[config.mk]
export PLATFORM = sky130hd
export DESIGN_NAME = ppu_timing
export DESIGN_NICKNAME = d
export VERILOG_FILES = /design/src/rtl/ppu_pkg.sv /design/src/rtl/ppu_dot_counter.sv /design/src/rtl/ppu_timing.sv
export SDC_FILE = /design/constraint.sdc
export NUM_CORES = 1
export LEC_CHECK = 0
export BUFFER_PORTS_ARGS = -buffer_cell sky130_fd_sc_hd__clkbuf_2
export CORE_MARGIN = 10
export CORE_UTILIZATION = 50
export CTS_BUF_LIST = sky130_fd_sc_hd__clkbuf_8
export CTS_CLUSTER_SIZE = 14
export DETAILED_ROUTE_END_ITERATION = 10
export PLACE_DENSITY = 0.79
export SLEW_MARGIN = 20
export SYNTH_ARGS = -nofsm -noshare
export SYNTH_HDL_FRONTEND = slang
export SYNTH_HIERARCHICAL = 1
export SYNTH_SLANG_ARGS = --single-unit
[constraint.sdc]
create_clock -name i_clk -period 3.2 [get_ports i_clk]
set_input_delay 0.96 -clock i_clk [delete_from_list [all_inputs] [get_ports i_clk]]
set_output_delay 0.96 -clock i_clk [all_outputs]
set_load 0.01 [all_outputs]
[src/rtl/ppu_pkg.sv]
// PPU front-end shared definitions: register indices, CTRL/MASK/STATUS
// bit positions and the VRAM address step helper.
package ppu_pkg;

    localparam logic [2:0] PPU_CTRL    = 3'd0;
    localparam logic [2:0] PPU_MASK    = 3'd1;
    localparam logic [2:0] PPU_STATUS  = 3'd2;
    localparam logic [2:0] PPU_OAMADDR = 3'd3;
    localparam logic [2:0] PPU_OAMDATA = 3'd4;
    localparam logic [2:0] PPU_SCROLL  = 3'd5;
    localparam logic [2:0] PPU_ADDR    = 3'd6;
    localparam logic [2:0] PPU_DATA    = 3'd7;

    localparam int NMI_EN   = 7;
    localparam int INC32    = 2;
    localparam int SHOW_BG  = 3;
    localparam int SHOW_SPR = 4;

    localparam int ST_VBLANK   = 7;
    localparam int ST_SPR0_HIT = 6;
    localparam int ST_SPR_OVF  = 5;

    function automatic logic [13:0] vaddr_step(
        input logic [13:0] addr,
        input logic        inc32
    );
        return addr + (inc32 ? 14'd32 : 14'd1);
    endfunction

endpackage

[src/rtl/ppu_dot_counter.sv]
// Dot/line/frame counters, including the short pre-render line
// taken on odd frames while rendering is enabled.
module ppu_dot_counter #(
    parameter int DOTS_PER_LINE   = 341,
    parameter int LINES_PER_FRAME = 262,
    parameter int ODD_FRAME_SKIP  = 1
) (
    input  logic       i_clk,
    input  logic       i_reset,
    input  logic       rendering_enabled,
    output logic [8:0] o_dot,
    output logic [8:0] o_line,
    output logic       o_frame_odd
);

    localparam logic [8:0] LAST_DOT  = 9'(DOTS_PER_LINE - 1);
    localparam logic [8:0] SKIP_DOT  = 9'(DOTS_PER_LINE - 2);
    localparam logic [8:0] PRE_LINE  = 9'(LINES_PER_FRAME - 1);

    logic [8:0] dot_n;
    logic [8:0] line_n;
    logic       odd_n;
    logic       skip;

    assign skip = (ODD_FRAME_SKIP != 0) && o_frame_odd && rendering_enabled
                  && (o_line == PRE_LINE) && (o_dot == SKIP_DOT);

    always_comb begin
        dot_n  = o_dot + 9'd1;
        line_n = o_line;
        odd_n  = o_frame_odd;
        if (skip) begin
            dot_n  = '0;
            line_n = '0;
            odd_n  = ~o_frame_odd;
        end else if (o_dot == LAST_DOT) begin
            dot_n = '0;
            if (o_line == PRE_LINE) begin
                line_n = '0;
                odd_n  = ~o_frame_odd;
            end else begin
                line_n = o_line + 9'd1;
            end
        end
    end

    always_ff @(posedge i_clk) begin
        if (i_reset) begin
            o_dot       <= '0;
            o_line      <= '0;
            o_frame_odd <= 1'b0;
        end else begin
            o_dot       <= dot_n;
            o_line      <= line_n;
            o_frame_odd <= odd_n;
        end
    end

endmodule

[src/rtl/ppu_timing.sv]
// PPU front end: raster timing, CPU register file, vblank flag and NMI.
// Drives dot coordinates, syncs and scroll/VRAM address state downstream.
module ppu_timing
    import ppu_pkg::*;
#(
    parameter int DOTS_PER_LINE   = 341,
    parameter int LINES_PER_FRAME = 262,
    parameter int VISIBLE_DOTS    = 256,
    parameter int VISIBLE_LINES   = 240,
    parameter int VBLANK_LINE     = 241,
    parameter int HSYNC_START     = 280,
    parameter int HSYNC_LEN       = 25,
    parameter int VSYNC_START     = 244,
    parameter int VSYNC_LEN       = 3,
    parameter int ODD_FRAME_SKIP  = 1
) (
    input  logic        i_clk,
    input  logic        i_reset,
    input  logic        i_cs,
    input  logic [2:0]  i_rs,
    input  logic        i_rw,
    input  logic [7:0]  i_data,
    output logic [7:0]  o_data,
    output logic        o_int_n,
    output logic [8:0]  o_dot,
    output logic [8:0]  o_line,
    output logic        o_visible,
    output logic        o_h_sync,
    output logic        o_v_sync,
    output logic        o_frame_odd,
    output logic [7:0]  o_ctrl,
    output logic [7:0]  o_mask,
    output logic [7:0]  o_scroll_x,
    output logic [7:0]  o_scroll_y,
    output logic [13:0] o_vaddr,
    output logic        o_vram_rd,
    output logic        o_vram_wr
);

    localparam logic [8:0] VIS_D    = 9'(VISIBLE_DOTS);
    localparam logic [8:0] VIS_L    = 9'(VISIBLE_LINES);
    localparam logic [8:0] VBL_L    = 9'(VBLANK_LINE);
    localparam logic [8:0] PRE_L    = 9'(LINES_PER_FRAME - 1);
    localparam logic [8:0] HS_BEG   = 9'(HSYNC_START);
    localparam logic [8:0] HS_END   = 9'(HSYNC_START + HSYNC_LEN);
    localparam logic [8:0] VS_BEG   = 9'(VSYNC_START);
    localparam logic [8:0] VS_END   = 9'(VSYNC_START + VSYNC_LEN);

    logic       vblank;
    logic       w;
    logic [7:0] latch;
    logic       wr;
    logic       rd;
    logic       status_rd;
    logic       data_acc;
    logic       vbl_set;
    logic       vbl_clr;

    ppu_dot_counter #(
        .DOTS_PER_LINE  (DOTS_PER_LINE),
        .LINES_PER_FRAME(LINES_PER_FRAME),
        .ODD_FRAME_SKIP (ODD_FRAME_SKIP)
    ) u_dot_counter (
        .i_clk            (i_clk),
        .i_reset          (i_reset),
        .rendering_enabled(o_mask[SHOW_BG] | o_mask[SHOW_SPR]),
        .o_dot            (o_dot),
        .o_line           (o_line),
        .o_frame_odd      (o_frame_odd)
    );

    assign wr        = i_cs & ~i_rw;
    assign rd        = i_cs & i_rw;
    assign status_rd = rd && (i_rs == PPU_STATUS);
    assign data_acc  = i_cs && (i_rs == PPU_DATA);
    assign vbl_set   = (o_line == VBL_L) && (o_dot == 9'd1);
    assign vbl_clr   = (o_line == PRE_L) && (o_dot == 9'd1);

    assign o_visible = (o_dot < VIS_D) && (o_line < VIS_L);
    assign o_h_sync  = !((o_dot >= HS_BEG) && (o_dot < HS_END));
    assign o_v_sync  = !((o_line >= VS_BEG) && (o_line < VS_END));
    assign o_int_n   = ~(vblank & o_ctrl[NMI_EN]);
    assign o_vram_wr = wr && (i_rs == PPU_DATA);
    assign o_vram_rd = rd && (i_rs == PPU_DATA);

    always_comb begin
        o_data = '0;
        if (rd) begin
            if (i_rs == PPU_STATUS)
                o_data = {vblank, 2'b00, latch[4:0]};
            else
                o_data = latch;
        end
    end

    always_ff @(posedge i_clk) begin
        if (i_reset) begin
            vblank     <= 1'b0;
            w          <= 1'b0;
            latch      <= '0;
            o_ctrl     <= '0;
            o_mask     <= '0;
            o_scroll_x <= '0;
            o_scroll_y <= '0;
            o_vaddr    <= '0;
        end else begin
            // A STATUS read on the set dot wins, suppressing vblank this frame.
            if (vbl_set && !status_rd)
                vblank <= 1'b1;
            else if (vbl_clr || status_rd)
                vblank <= 1'b0;

            if (status_rd)
                w <= 1'b0;

            if (wr) begin
                latch <= i_data;
                unique case (i_rs)
                    PPU_CTRL: o_ctrl <= i_data;
                    PPU_MASK: o_mask <= i_data;
                    PPU_SCROLL: begin
                        if (w) o_scroll_y <= i_data;
                        else   o_scroll_x <= i_data;
                        w <= ~w;
                    end
                    PPU_ADDR: begin
                        if (w) o_vaddr[7:0]  <= i_data;
                        else   o_vaddr[13:8] <= i_data[5:0];
                        w <= ~w;
                    end
                    default: ;
                endcase
            end

            if (data_acc)
                o_vaddr <= vaddr_step(o_vaddr, o_ctrl[INC32]);
        end
    end

endmodule
## Yosys cells after proc, flatten, opt, wreduce, memory -nomap -nowiden

Index checks and enable logic that the tools add are counted.

- Flip-flop bits (word level): 75
- Input port bits: 15
- Output and inout bits: 79
- Logic and storage cells: 91

- $add $sub $neg: 3
- $lt $le $gt $ge: 6
- Equality and inequality tests: 11
- Muxes and demuxes: 17
- Bitwise operators: 8
- Reductions and logical operators: 34

Operator list:

| cell | number |
|---|---|
| 14-bit 2-to-1 mux | 3 |
| 9-bit == test, second input constant | 3 |
| 8-bit 2-to-1 mux | 3 |
| 9-bit by 1-bit adder with 9-bit output, second input constant | 2 |
| 9-bit by 8-bit < comparator with 1-bit output, second input constant | 2 |
| 9-bit < comparator, second input constant | 2 |
| 14-bit by 6-bit adder with 14-bit output | 1 |
| 1-bit logical AND | 13 |
| 6-bit 2-to-1 mux | 2 |
| 3-bit AND reduction | 4 |
| 2-bit nonzero test | 6 |
| 3-bit == test, second input constant | 3 |
| 9-bit by 1-bit == test with 1-bit output, second input constant | 1 |
| 9-bit by 8-bit == test with 1-bit output, second input constant | 1 |
| 9-bit by 8-bit greater-or-equal comparator with 1-bit output, second input constant | 1 |
| 9-bit greater-or-equal comparator, second input constant | 1 |
| 9-bit 2-to-1 mux | 1 |
| 1-bit 2-to-1 mux | 8 |
| 2-bit AND reduction | 3 |
| 1-bit NOT | 4 |
| 2-bit OR reduction | 2 |
| 1-bit AND | 3 |
| 3-bit by 1-bit == test with 1-bit output, second input constant | 1 |
| 3-bit by 2-bit == test with 1-bit output, second input constant | 1 |
| 6 further kinds | 8 |

## Logic depth before layout (Yosys ltp)

Gate-level depths: netlist (run 1).

- Word-level depth: 6
- Mapped depth: 7
- Gate-level depth less buffers: 6

## Cells and area by module

Netlist (run 1), hierarchy kept.

Modules (own cells, without submodules):

| module | times used | cells an instance | area an instance (um^2) | seq. area each (um^2) |
|---|---|---|---|---|
| ppu_timing | 1 | 310 | 2673.8 | 1121.1 |
| ppu_dot_counter | 1 | 106 | 942.2 | 380.4 |

## Worst setup path before layout (run 1)

No wires, ideal clock.

- Path type: input -> output
- Start: input i_rs[1]
- End: output o_data[7]
- Arrival time: 1844 ps
- Required time: 2240 ps
- Path slack: 396 ps
- Stages on the path: 4
- Buffers on the path: 1
- Cells stage by stage: buf_2 nor3b_1 nand2_1 a21oi_1

- Cells in the longest elaborated chain, start to end: 3

RTL lines:

| element | RTL line | text |
|---|---|---|
| start, declared | ppu_timing.sv:20 | `input logic [2:0] i_rs,` |
| 3-bit by 2-bit == test with 1-bit output | ppu_timing.sv:89 | `if (i_rs == PPU_STATUS)` |
| 8-bit 2-to-1 mux | ppu_timing.sv:89 |  |
| 8-bit 2-to-1 mux | ppu_timing.sv:88 | `if (rd) begin` |
| end, declared | ppu_timing.sv:23 | `output logic [7:0] o_data,` |

Every way passes these cells.

## Worst setup path in the final report (run 1)

- Start: input i_rs[1]
- End: output o_data[5]

Same word-level chain as after synthesis.

==> key figures, run 1 <==
Status
  – Status: completed

Detailed routing
  – DR pass1 iterations: 5
  – DR DRC count: 0
  – Drt total wl: 10.4 mm
  – Initial DRC count: 253
  – WL per Instance: 17.3 um
  – Via/cell ratio: 5.83
  – DRT antenna net count: 0
  – Vias: 3509

Timing
  – Setup TNS: 0 ns
  – RSZ-0062 raised after global routing: no
  – Hold Vio Cnt, Final: 0
  – Slew Viols, Final: 0
  – Final critical-path required period: 2.83 ns
  – Clk_skew: 0.00435 ns
  – Final WS setup: 0.369 ns
  – Setup violators final: 0
  – Hold Slack: 0.470 ns
  – Worst-margin pin slew: 0.624 ns
  – Tcrit/Tclk final: 0.885
  – Relative slew margins: 0.582
  – Peak Freq: 353 MHz

Placed design
  – Worst slack, placed: 0.393 ns
  – Placer Congestion: 0.925
  – DP Wirelength: 7.50 mm
  – IO buf count: 93

GRT
  – Largest net degree at the start of global routing: 47
  – Global route overflow: 0
  – Vias in the first global route: 3208
  – Global-route wire length before repair: 16.7 mm
  – Total GRT Usage: 0.180
  – Antenna violations before repair: 0

Min path
  – Hold Crit Class: reg2reg

Yosys
  – Synthesis-stage register bit count: 75
  – Most frequent cells after synthesis: dfxtp_1, nor2_1, nand2_1
  – Syn Inst Count: 416
  – Area leader, netlist: dfxtp_1
  – Most numerous cell in the Yosys netlist: dfxtp_1
  – Syn Area/Cell: 8.69 sq um
  – Synth Cell Area: 3620 sq um
  – Syn. warnings: 6
  – Post-synth ARST share: 0
  – Top_reg_cell synth: dfxtp_1
  – EDFF count, synth: 0
  – Syn nets: 438
  – Seq/Total Area, Yosys: 0.415
  – Synth unique cells: 55
  – Area share of the largest cell type after synthesis: 0.415
  – Top cells by area, synth: dfxtp_1, mux2i_1, nor2_1

Final layout
  – Nets: 523
  – Finished Core Util: 0.635
  – Layout cells sized above 1: 0.249
  – Diodes inserted: 0
  – FILL cells: 613
  – Area Growth Syn to Fin: 21.2%

Critical path
  – Setup crit start kind: input port
  – Worst Path Required: 2.24 ns
  – Worst Setup Path Type: in2out
  – CP endpoint kind: output pin
  – Crit path DAT: 1.87 ns
  – CP Max Fanout: 10

Clocking
  – Post-CTS Hold Buffers: 0
  – Post-CTS Setup Bufs: 0
  – Htree depth: 3
  – Clk root buf: clkbuf_8
  – Clk slew on worst S/H paths: 0.08 ns
  – Clk Latency, worst-skew pair: 0.34 ns
  – Clock buffer count from CTS: 9
  – CTS tree: done
  – Post-CTS Resized: 0
  – Clock sinks: 75
  – Clock tree buffer depth: 2

Power
  – Tot Pwr: 0.00190 W
  – Pwr dens: 433 nW/um^2
  – Leak Pwr: 1.83 nW
  – Max VDD drop: 0.000320 V

Floorplan
  – Ports: 94
  – # rows: 30
  – Die Y: 105 um
  – Die ar.: 11000 sq um
  – Horiz. Die Dim: 105 um
  – Initial Util: 0.524
  – Core area: 6910 sq um

Run
  – Max-cap violations: 0
[state kept, by name (all words and copies together) (netlist names)]
name and flops:
u_dot_counter/o_dot 9, vblank 1, o_ctrl 8, u_dot_counter/o_line 9, o_vaddr 14, w 1
o_scroll_x 8, u_dot_counter/o_frame_odd 1, latch 8, o_scroll_y 8, o_mask 8
[worst paths after layout]
path,start,end,slack [ns],cells past startpoint
max,i_rs[1],o_data[5],0.37,5
min,latch[4]$_SDFFE_PP0P_,latch[4]$_SDFFE_PP0P_,0.47,2
max reg2reg,u_dot_counter/o_dot[3]$_SDFF_PP0_,u_dot_counter/o_line[7]$_SDFFE_PP0N_,0.93,4
min reg2reg,latch[4]$_SDFFE_PP0P_,latch[4]$_SDFFE_PP0P_,0.47,2
[worst max-delay path, stage by stage]
cell and delay [ns]:
clkbuf_2 0.19, nor3b_1 0.20, buf_4 0.15, nor3b_1 0.20
clkbuf_2 0.17
[power breakdown]
group	internal, W	switching [W]
Sequential	0.000947	0.0000165
Clock	0.000444	0.000364
Combinational	0.0000445	0.0000832
[metrics by stage]
step	cell area, sq um	std cells
final	4380	602
after global routing	4380	602
after CTS	4380	602
after detailed placement	4160	586
after global placement	4160	586
after floorplan	3620	416
[routing by layer]
metal / global-route usage / wire length, um / vias up
met2: 0.276 / 4910 / 151
li1: - / - / 1672
met4: 0.0775 / 211 / 0
met3: 0.0436 / 736 / 14
met5: 0 / 0 / -
met1: 0.235 / 4560 / 1672
[placed cells by master (no fill, tap or decap), types with 3 or more instances in the layout]
master,synthesis,routed
clkbuf_2,0,93
dfxtp_1,75,75
nor2_1,51,51
nand2_1,39,39
mux2i_1,34,34
a21oi_1,22,22
nor3_1,15,15
nand3_1,13,13
nand4_1,10,10
and3_1,9,9
inv_1,9,9
a31oi_1,9,9
clkbuf_8,0,9
o21ai_0,8,8
xnor2_1,8,8
nor3b_1,7,7
xor2_1,7,7
ha_1,7,7
or4_1,5,5
nor4_1,5,5
buf_4,0,5
and4_1,3,3
and2_1,3,3
nand2b_1,3,3
nand3b_1,3,3
nand4b_1,3,3
o211ai_1,3,3
o31ai_1,3,3
clkinvlp_4,0,3
[kinds of logic (layout without fill, tap and decap cells)]
family          count (synthesis)  in the layout  share of synthesized area
buf+inv                        34            124                     0.0384
fa+ha+maj                       7              7                     0.0242
compound gates                 63             63                      0.113
mux                            34             34                     0.0941
flops                          75             75                      0.415
xor+xnor                       15             15                     0.0363
simple gates                  188            188                      0.279
[cell type report]
type / count / area, sq um / share of cell area
clock buffers: 9 / 124 / 0.0283
repair buffers: 99 / 523 / 0.119
inverters: 9 / 33.8 / 0.00771
well taps: 96 / 120 / 0.0274
flip-flops and latches: 75 / 1500 / 0.342
multi-input cells: 307 / 1980 / 0.452
clock inverters: 7 / 100 / 0.0228
No activity file was read; power rests on OpenSTA's default activity.
==> inputs of run 2 (changes only) <==
--- a/config.mk
+++ b/config.mk
@@ -12,8 +12,8 @@
 export CTS_CLUSTER_SIZE = 14
 export DETAILED_ROUTE_END_ITERATION = 10
 export PLACE_DENSITY = 0.79
+export RECOVER_POWER = 50
 export SLEW_MARGIN = 20
 export SYNTH_ARGS = -nofsm -noshare
 export SYNTH_HDL_FRONTEND = slang
-export SYNTH_HIERARCHICAL = 1
 export SYNTH_SLANG_ARGS = --single-unit
==> run 2 against run 1 <==
Against the previous run: clock skew is 0.0045 ns higher; sequential power hardly changed; fmax is 1.7% lower; core utilization is 4.1 points lower.
==> key figures, run 2 <==
Critical path
  – Worst Path Required: 2.24 ns (about the same)
  – Setup crit start kind: input port
  – Crit path DAT: 1.92 ns (+0.05 ns)
  – Worst Setup Path Type: in2out
  – CP Max Fanout: 14 (+4)
  – CP endpoint kind: output pin

Status
  – Status: completed

Floorplan
  – Core area: 7250 sq um (+5.0%)
  – Horiz. Die Dim: 106 um (+1.3%)
  – Die Y: 106 um (+1.3%)
  – Initial Util: 0.514 (-0.00915)
  – Die ar.: 11300 sq um (+2.6%)
  – Ports: 94 (unchanged)
  – # rows: 31 (+3.3%)

GRT
  – Total GRT Usage: 0.185 (+0.00524)
  – Largest net degree at the start of global routing: 35 (-26%)
  – Vias in the first global route: 3505 (+9.3%)
  – Global-route wire length before repair: 17.4 mm (+4.5%)
  – Global route overflow: 0 (unchanged)
  – Antenna violations before repair: 0 (unchanged)

Yosys
  – Synth Cell Area: 3730 sq um (+3.2%)
  – EDFF count, synth: 0 (unchanged)
  – Syn. warnings: 0 (-6)
  – Post-synth ARST share: 0 (unchanged)
  – Complex-gate fraction of the synthesized area: 0.132 (+0.0193)
  – Syn Area/Cell: 8.76 sq um (+0.76%)
  – Syn nets: 449 (+2.5%)
  – Top_reg_cell synth: dfxtp_1
  – Seq/Total Area, Yosys: 0.402 (-0.0128)
  – Syn Inst Count: 426 (+2.4%)
  – Most numerous cell in the Yosys netlist: dfxtp_1
  – Most frequent cells after synthesis: dfxtp_1, nor2_1, nand2_1
  – Adder-cell share of the synthesized area: 0.0268 (+0.00261)
  – XOR/XNOR share of the synthesized area: 0.0235 (-0.0129)
  – Synth Area in Simple Gates: 0.277 (-0.00122)
  – Multiplexer area fraction after synthesis: 0.0939 (-0.000221)
  – Synth unique cells: 60 (+9.1%)
  – Main combinational cell family by area after synthesis: simple AND/OR/NAND/NOR gates
  – Area leader, netlist: dfxtp_1
  – Top cells by area, synth: dfxtp_1, mux2i_1, nor2_1
  – Synthesis-stage register bit count: 75 (unchanged)
  – Area share of the largest cell type after synthesis: 0.402 (-0.0128)

Min path
  – Hold Crit Class: reg2reg

Clocking
  – Post-CTS Hold Buffers: 0 (unchanged)
  – Post-CTS Setup Bufs: 0 (unchanged)
  – Post-CTS Resized: 0 (unchanged)
  – Clk Latency, worst-skew pair: 0.37 ns (+0.03 ns)
  – Clock tree buffer depth: 2 (unchanged)
  – Clock sinks: 75 (unchanged)
  – Htree depth: 3 (unchanged)
  – CTS tree: done
  – Clk slew on worst S/H paths: 0.08 ns (about the same)
  – Clk root buf: clkbuf_8
  – Clock buffer count from CTS: 9 (unchanged)

Placed design
  – Placer Congestion: 0.884 (-4.5%)
  – DP Wirelength: 7.69 mm (+2.6%)
  – Post-DP Area: 4240 sq um (+1.8%)
  – IO buf count: 93 (unchanged)
  – Worst slack, placed: 0.310 ns (-0.0827 ns)

Run
  – Max-cap violations: 0 (unchanged)

Power
  – Leak Pwr: 1.80 nW (-1.2%)
  – Tot Pwr: 0.00174 W (-8.1%)
  – Combinational share of power: 0.076 (+0.009)
  – Switching part of the total power: 0.272 (+0.0273)
  – Power Internal: 0.00127 W (-11%)
  – Net Sw Power: 0.000474 W (+2.1%)
  – Pwr dens: 405 nW/um^2 (-6.4%)
  – Max VDD drop: 0.000327 V (+2.2%)
  – Clock power frac: 0.373 (-0.053)
  – Flop pwr share: 0.551 (+0.044)

Final layout
  – Most common cell after layout, fill and taps aside: dfxtp_1
  – Multi-input logic area: 2040 sq um (+2.7%)
  – Most flop-heavy register: o_vaddr
  – FF+latch area: 1500 sq um (unchanged)
  – Layout cells sized above 1: 0.153 (-0.0959)
  – Largest register FFs: 14 (unchanged)
  – Nets: 534 (+2.1%)
  – Final Cell Area: 4300 sq um (-1.8%)
  – Most frequent cells in the layout: dfxtp_1, clkbuf_1, nor2_1, clkbuf_2, nand2_1
  – Area Growth Syn to Fin: 15.4%
  – Top Registers: o_vaddr (14), u_dot_counter.o_dot (9), u_dot_counter.o_line (9)
  – FILL cells: 719 (+17%)
  – Diodes inserted: 0 (unchanged)

Timing
  – Setup violators final: 0 (unchanged)
  – Worst-margin pin slew: 1.41 ns (+0.789 ns)
  – Peak Freq: 347 MHz (-1.7%)
  – Final WS setup: 0.321 ns (-0.0484 ns)
  – Final critical-path required period: 2.88 ns (+0.0484 ns)
  – Tcrit/Tclk final: 0.900 (+0.0151)
  – Hold Slack: 0.453 ns (-0.0170 ns)
  – Clk_skew: 0.00890 ns (+0.00455 ns)
  – Relative slew margins: 0.0578 (-0.524)
  – Hold Vio Cnt, Final: 0 (unchanged)
  – RSZ-0062 raised after global routing: no
  – Setup TNS: 0 ns (unchanged)
  – Slew Viols, Final: 0 (unchanged)

Detailed routing
  – WL per Instance: 17.1 um (-1.2%)
  – DR DRC count: 0 (unchanged)
  – Initial DRC count: 249 (-1.6%)
  – DRT antenna net count: 0 (unchanged)
  – Drt total wl: 10.5 mm (+0.92%)
  – DR pass1 iterations: 4 (-1)
  – Via/cell ratio: 5.66 (-2.9%)
  – Vias: 3482 (-0.77%)
[run 2: cell types whose count changed after synthesis, sizes merged, moves of 4 or more]
cell    before  now
a211oi       0    4
a21oi       22   27
and2         3    7
and3        10   14
nor2        51   47
nor4         6    1
o21ai        8   12
o21bai       0    4
or3          2    7
xnor2        8    4
[run 2: final cells by class]
class | instances | area share
multi-input combinational | 318 | 0.473
timing repair buffer | 100 | 0.104
tap | 99 | 0.0288
clock inverter | 7 | 0.0102
clock buffer | 9 | 0.0288
inverter | 7 | 0.00610
sequential | 75 | 0.349
[run 2: power by group through the flow]
| stage | Clock, W | Sequential [W] | Combinational, W |
|---|---|---|---|
| 5_1_grt | 0.000692 | 0.000965 | 0.000148 |
| 3_5_place_dp | 0 | 0.000984 | 0.000135 |
| 2_1_floorplan | 0 | 0.000984 | 0.0000793 |
| 3_3_place_gp | 0 | 0.000983 | 0.000131 |
| 6_report | 0.000650 | 0.000962 | 0.000132 |
| 4_1_cts | 0.000663 | 0.000962 | 0.000136 |
[run 2: critical path: stages]
cell	delay [ns]
clkbuf_2	0.22
and4_1	0.39
and2_1	0.19
clkbuf_2	0.14
[run 2: per-stage QoR]
stage / util / std cells
2_1_floorplan: - / 426
3_3_place_gp: 0.584 / 599
3_5_place_dp: 0.584 / 599
4_1_cts: 0.607 / 615
5_1_grt: 0.593 / 615
6_report: 0.593 / 615
[run 2: final timing paths]
check | slack [ns] | endpoint | start | cells after the start
worst max-delay path | 0.32 | o_vram_rd | i_cs | 4
worst min-delay path | 0.45 | latch[3]$_SDFFE_PP0P_ | latch[3]$_SDFFE_PP0P_ | 2
worst max register to register | 1.01 | u_dot_counter.o_line[2]$_SDFFE_PP0P_ | u_dot_counter.o_line[0]$_SDFFE_PP0P_ | 5
worst min register to register | 0.45 | latch[3]$_SDFFE_PP0P_ | latch[3]$_SDFFE_PP0P_ | 2
[run 2: kinds of logic (layout without fill, tap and decap cells)]
group,after synthesis,count (layout)
AND/OR/NAND/NOR,188,188
AO/OA/AOI/OAI,77,77
flip-flops,75,75
multiplexers,35,35
buffers and inverters,33,123
XOR/XNOR,10,10
adder cells (fa/ha/maj),8,8
[run 2: per-layer routing]
metal  track usage  wire, um  vias up
met5             0         0        -
met4        0.0677       175        0
met3        0.0791      1130       13
met2         0.293      4900      111
met1         0.219      4300     1648
li1              -         -     1710
==> inputs of run 3 (changes only) <==
--- a/config.mk
+++ b/config.mk
@@ -6,13 +6,16 @@
 export NUM_CORES = 1
 export LEC_CHECK = 0
 export BUFFER_PORTS_ARGS = -buffer_cell sky130_fd_sc_hd__clkbuf_2
+export CAP_MARGIN = 10
 export CORE_MARGIN = 10
 export CORE_UTILIZATION = 50
 export CTS_BUF_LIST = sky130_fd_sc_hd__clkbuf_8
+export CTS_CLUSTER_DIAMETER = 40
 export CTS_CLUSTER_SIZE = 14
 export DETAILED_ROUTE_END_ITERATION = 10
 export PLACE_DENSITY = 0.79
 export RECOVER_POWER = 50
+export REMOVE_ABC_BUFFERS = 1
 export SLEW_MARGIN = 20
 export SYNTH_ARGS = -nofsm -noshare
 export SYNTH_HDL_FRONTEND = slang
==> run 3 against run 2 <==
Against the previous run: cell area up 1.2%; combinational power hardly changed; wire length fell by 0.20%; hold slack improved by 0.0085 ns; final cell count down 0.33%; clock skew increased by 0.0045 ns; sequential share of layout area is 0.41 points lower; fmax fell by 1.2%; critical endpoint is now o_data[7]; largest cell class unchanged.
==> key figures, run 3 (synthesis gave the netlist of run 2 again) <==
Power
  – Net Sw Power: 0.000446 W (-5.8%)
  – Flop pwr share: 0.515 (-0.036)
  – Leak Pwr: 1.82 nW (+0.63%)
  – Switching part of the total power: 0.239 (-0.0328)
  – Clock power frac: 0.413 (+0.040)
  – Pwr dens: 429 nW/um^2 (+5.9%)
  – Max VDD drop: 0.000294 V (-10%)
  – Combinational share of power: 0.072 (-0.004)
  – Power Internal: 0.00142 W (+12%)

Critical path
  – Crit Reg-Reg Endpoint: u_dot_counter.o_line[0]$_SDFFE_PP0P_
  – CP endpoint kind: output pin
  – FF-to-FF setup slack: 0.94 ns (-0.07 ns)
  – Crit path DAT: 1.95 ns (+0.03 ns)
  – Worst Path Required: 2.24 ns (about the same)
  – Buf/Inv on CP: 3 (+1)
  – Slowest CP cell: a21boi_0
  – Worst r2r src: u_dot_counter.o_line[0]$_SDFFE_PP0P_
  – Worst Setup Path Type: in2out
  – Setup crit start kind: input port
  – Worst setup path startpoint: i_rs[2]
  – Crit path cell chain: clkbuf_2 > buf_4 > nor2_1 > nand2_1 > nand2_1 > a21boi_0 > clkbuf_2
  – Worst r2r path cells: 5 (unchanged)
  – Critical path's largest stage delay: 0.24 ns (-0.15 ns)
  – Crit path max-delay family: buffers and inverters
  – CP Max Fanout: 7 (-7)

Detailed routing
  – DR pass1 iterations: 4 (unchanged)
  – DRT antenna net count: 0 (unchanged)
  – Drt total wl: 10.5 mm (-0.20%)
  – Initial DRC count: 157 (-37%)
  – Vias: 3490 (+0.23%)
  – DR DRC count: 0 (unchanged)
  – Via/cell ratio: 5.69 (+0.56%)
  – WL per Instance: 17.1 um (+0.13%)

Final layout
  – Most flop-heavy register: o_vaddr
  – Area Growth Syn to Fin: 16.7%
  – Most frequent cells in the layout: dfxtp_1, clkbuf_1, nor2_1, clkbuf_2, nand2_1
  – Nets: 534 (unchanged)
  – Layout cells sized above 1: 0.150 (-0.00330)
  – FILL cells: 681 (-5.3%)
  – Top Registers: o_vaddr (14), u_dot_counter.o_dot (9), u_dot_counter.o_line (9)
  – Largest register FFs: 14 (unchanged)
  – Diodes inserted: 0 (unchanged)
  – Finished Core Util: 0.600 (+0.00707)
  – Most common cell after layout, fill and taps aside: dfxtp_1

Clocking
  – Htree depth: 3 (unchanged)
  – Clock sinks: 75 (unchanged)
  – CTS tree: done
  – Clock buffer count from CTS: 9 (unchanged)
  – Post-CTS Hold Buffers: 0 (unchanged)
  – Clk root buf: clkbuf_8
  – Post-CTS Setup Bufs: 0 (unchanged)
  – Post-CTS Resized: 0 (unchanged)
  – Clk Latency, worst-skew pair: 0.34 ns (-0.03 ns)
  – Clock tree buffer depth: 2 (unchanged)
  – Clk slew on worst S/H paths: 0.07 ns (about the same)

Floorplan
  – Core area: 7250 sq um (unchanged)
  – Die ar.: 11300 sq um (unchanged)
  – Horiz. Die Dim: 106 um (unchanged)
  – Ports: 94 (unchanged)
  – # rows: 31 (unchanged)
  – Initial Util: 0.514 (unchanged)
  – Die Y: 106 um (unchanged)

GRT
  – Met2 GRT Util: 0.295 (+0.00221)
  – Largest net degree at the start of global routing: 32 (-8.6%)
  – Met1 Track Usage GR: 0.216 (-0.00310)
  – GRT busiest layer: met2
  – Total GRT Usage: 0.179 (-0.00676)
  – Vias in the first global route: 3282 (-6.4%)
  – M3 GR Usage: 0.0489 (-0.0302)
  – Global-route wire length before repair: 16.8 mm (-3.6%)
  – Global route overflow: 0 (unchanged)
  – Antenna violations before repair: 0 (unchanged)

Run
  – Max-cap violations: 0 (unchanged)

Status
  – Status: completed

Min path
  – Hold Crit Class: reg2reg
  – Hold endpoint: latch[5]$_SDFFE_PP0P_
  – Hold depth: 2 (unchanged)
  – Worst Hold Launch: latch[5]$_SDFFE_PP0P_

Placed design
  – Placer Congestion: 0.872 (-1.3%)
  – IO buf count: 93 (unchanged)
  – DP Wirelength: 7.61 mm (-1.1%)

Timing
  – Hold Vio Cnt, Final: 0 (unchanged)
  – Worst-margin pin slew: 1.36 ns (-0.0581 ns)
  – Setup TNS: 0 ns (unchanged)
  – Peak Freq: 343 MHz (-1.2%)
  – Relative slew margins: 0.0965 (+0.0387)
  – Clk_skew: 0.0134 ns (+0.00449 ns)
  – Slew Viols, Final: 0 (unchanged)
  – Final critical-path required period: 2.91 ns (+0.0355 ns)
  – Tcrit/Tclk final: 0.911 (+0.0111)
  – Setup violators final: 0 (unchanged)
  – RSZ-0062 raised after global routing: no
## run 3: how the worst max path moves through the flow
| stage | endpoint | slack, ns | cells past startpoint |
|---|---|---|---|
| after CTS | o_data[7] | 0.30 | 7 |
| after global routing | o_vram_rd | 0.25 | 5 |
| after detailed placement | o_data[7] | 0.31 | 7 |
| after floorplan | o_vram_wr | 0.62 | 2 |
| final | o_data[7] | 0.29 | 7 |
| after global placement | o_data[7] | 0.30 | 5 |
## run 3: cell type report
type	instances	area [sq um]	area share
multi-input combinational	318	2050	0.470
tap	99	124	0.0284
sequential	75	1500	0.345
timing repair buffer	100	452	0.104
clock buffer	9	124	0.0284
inverter	7	26.3	0.00603
clock inverter	5	80.1	0.0184
## run 3: metrics by stage
step / cells / hold WS, ns / worst slack [ns] / instance area (sq um) / total power, W
6_report: 613 / 0.462 / 0.286 / 4360 / 0.00187
5_1_grt: 613 / 0.485 / 0.251 / 4360 / 0.00195
4_1_cts: 613 / 0.461 / 0.302 / 4440 / 0.00188
3_5_place_dp: 599 / 0.450 / 0.310 / 4240 / 0.00112
3_3_place_gp: 599 / 0.449 / 0.296 / 4240 / 0.00112
2_1_floorplan: 400 / 0.426 / 0.619 / 3590 / 0.00104
## run 3: metal layers
metal  vias up  share of wire
met1      1659           0.43
met5         -              0
met2       109           0.48
met4         0          0.017
met3        19          0.071
li1       1703              -
## run 3: worst register-to-register path, delay by kind of cell (launching register included)
kind	cells	cell delay, ns
adders and majority gates	1	0.24
DFF	1	0.51
and+or+nand+nor	3	0.85
AOI/OAI and AO/OA	1	0.55
## run 3: power by group through the flow
stage	Combinational (W)	Clock [W]	Sequential, W
2_1_floorplan	0.0000570	0	0.000985
3_3_place_gp	0.000133	0	0.000983
3_5_place_dp	0.000136	0	0.000984
4_1_cts	0.000138	0.000785	0.000962
5_1_grt	0.000150	0.000834	0.000965
6_report	0.000135	0.000772	0.000962
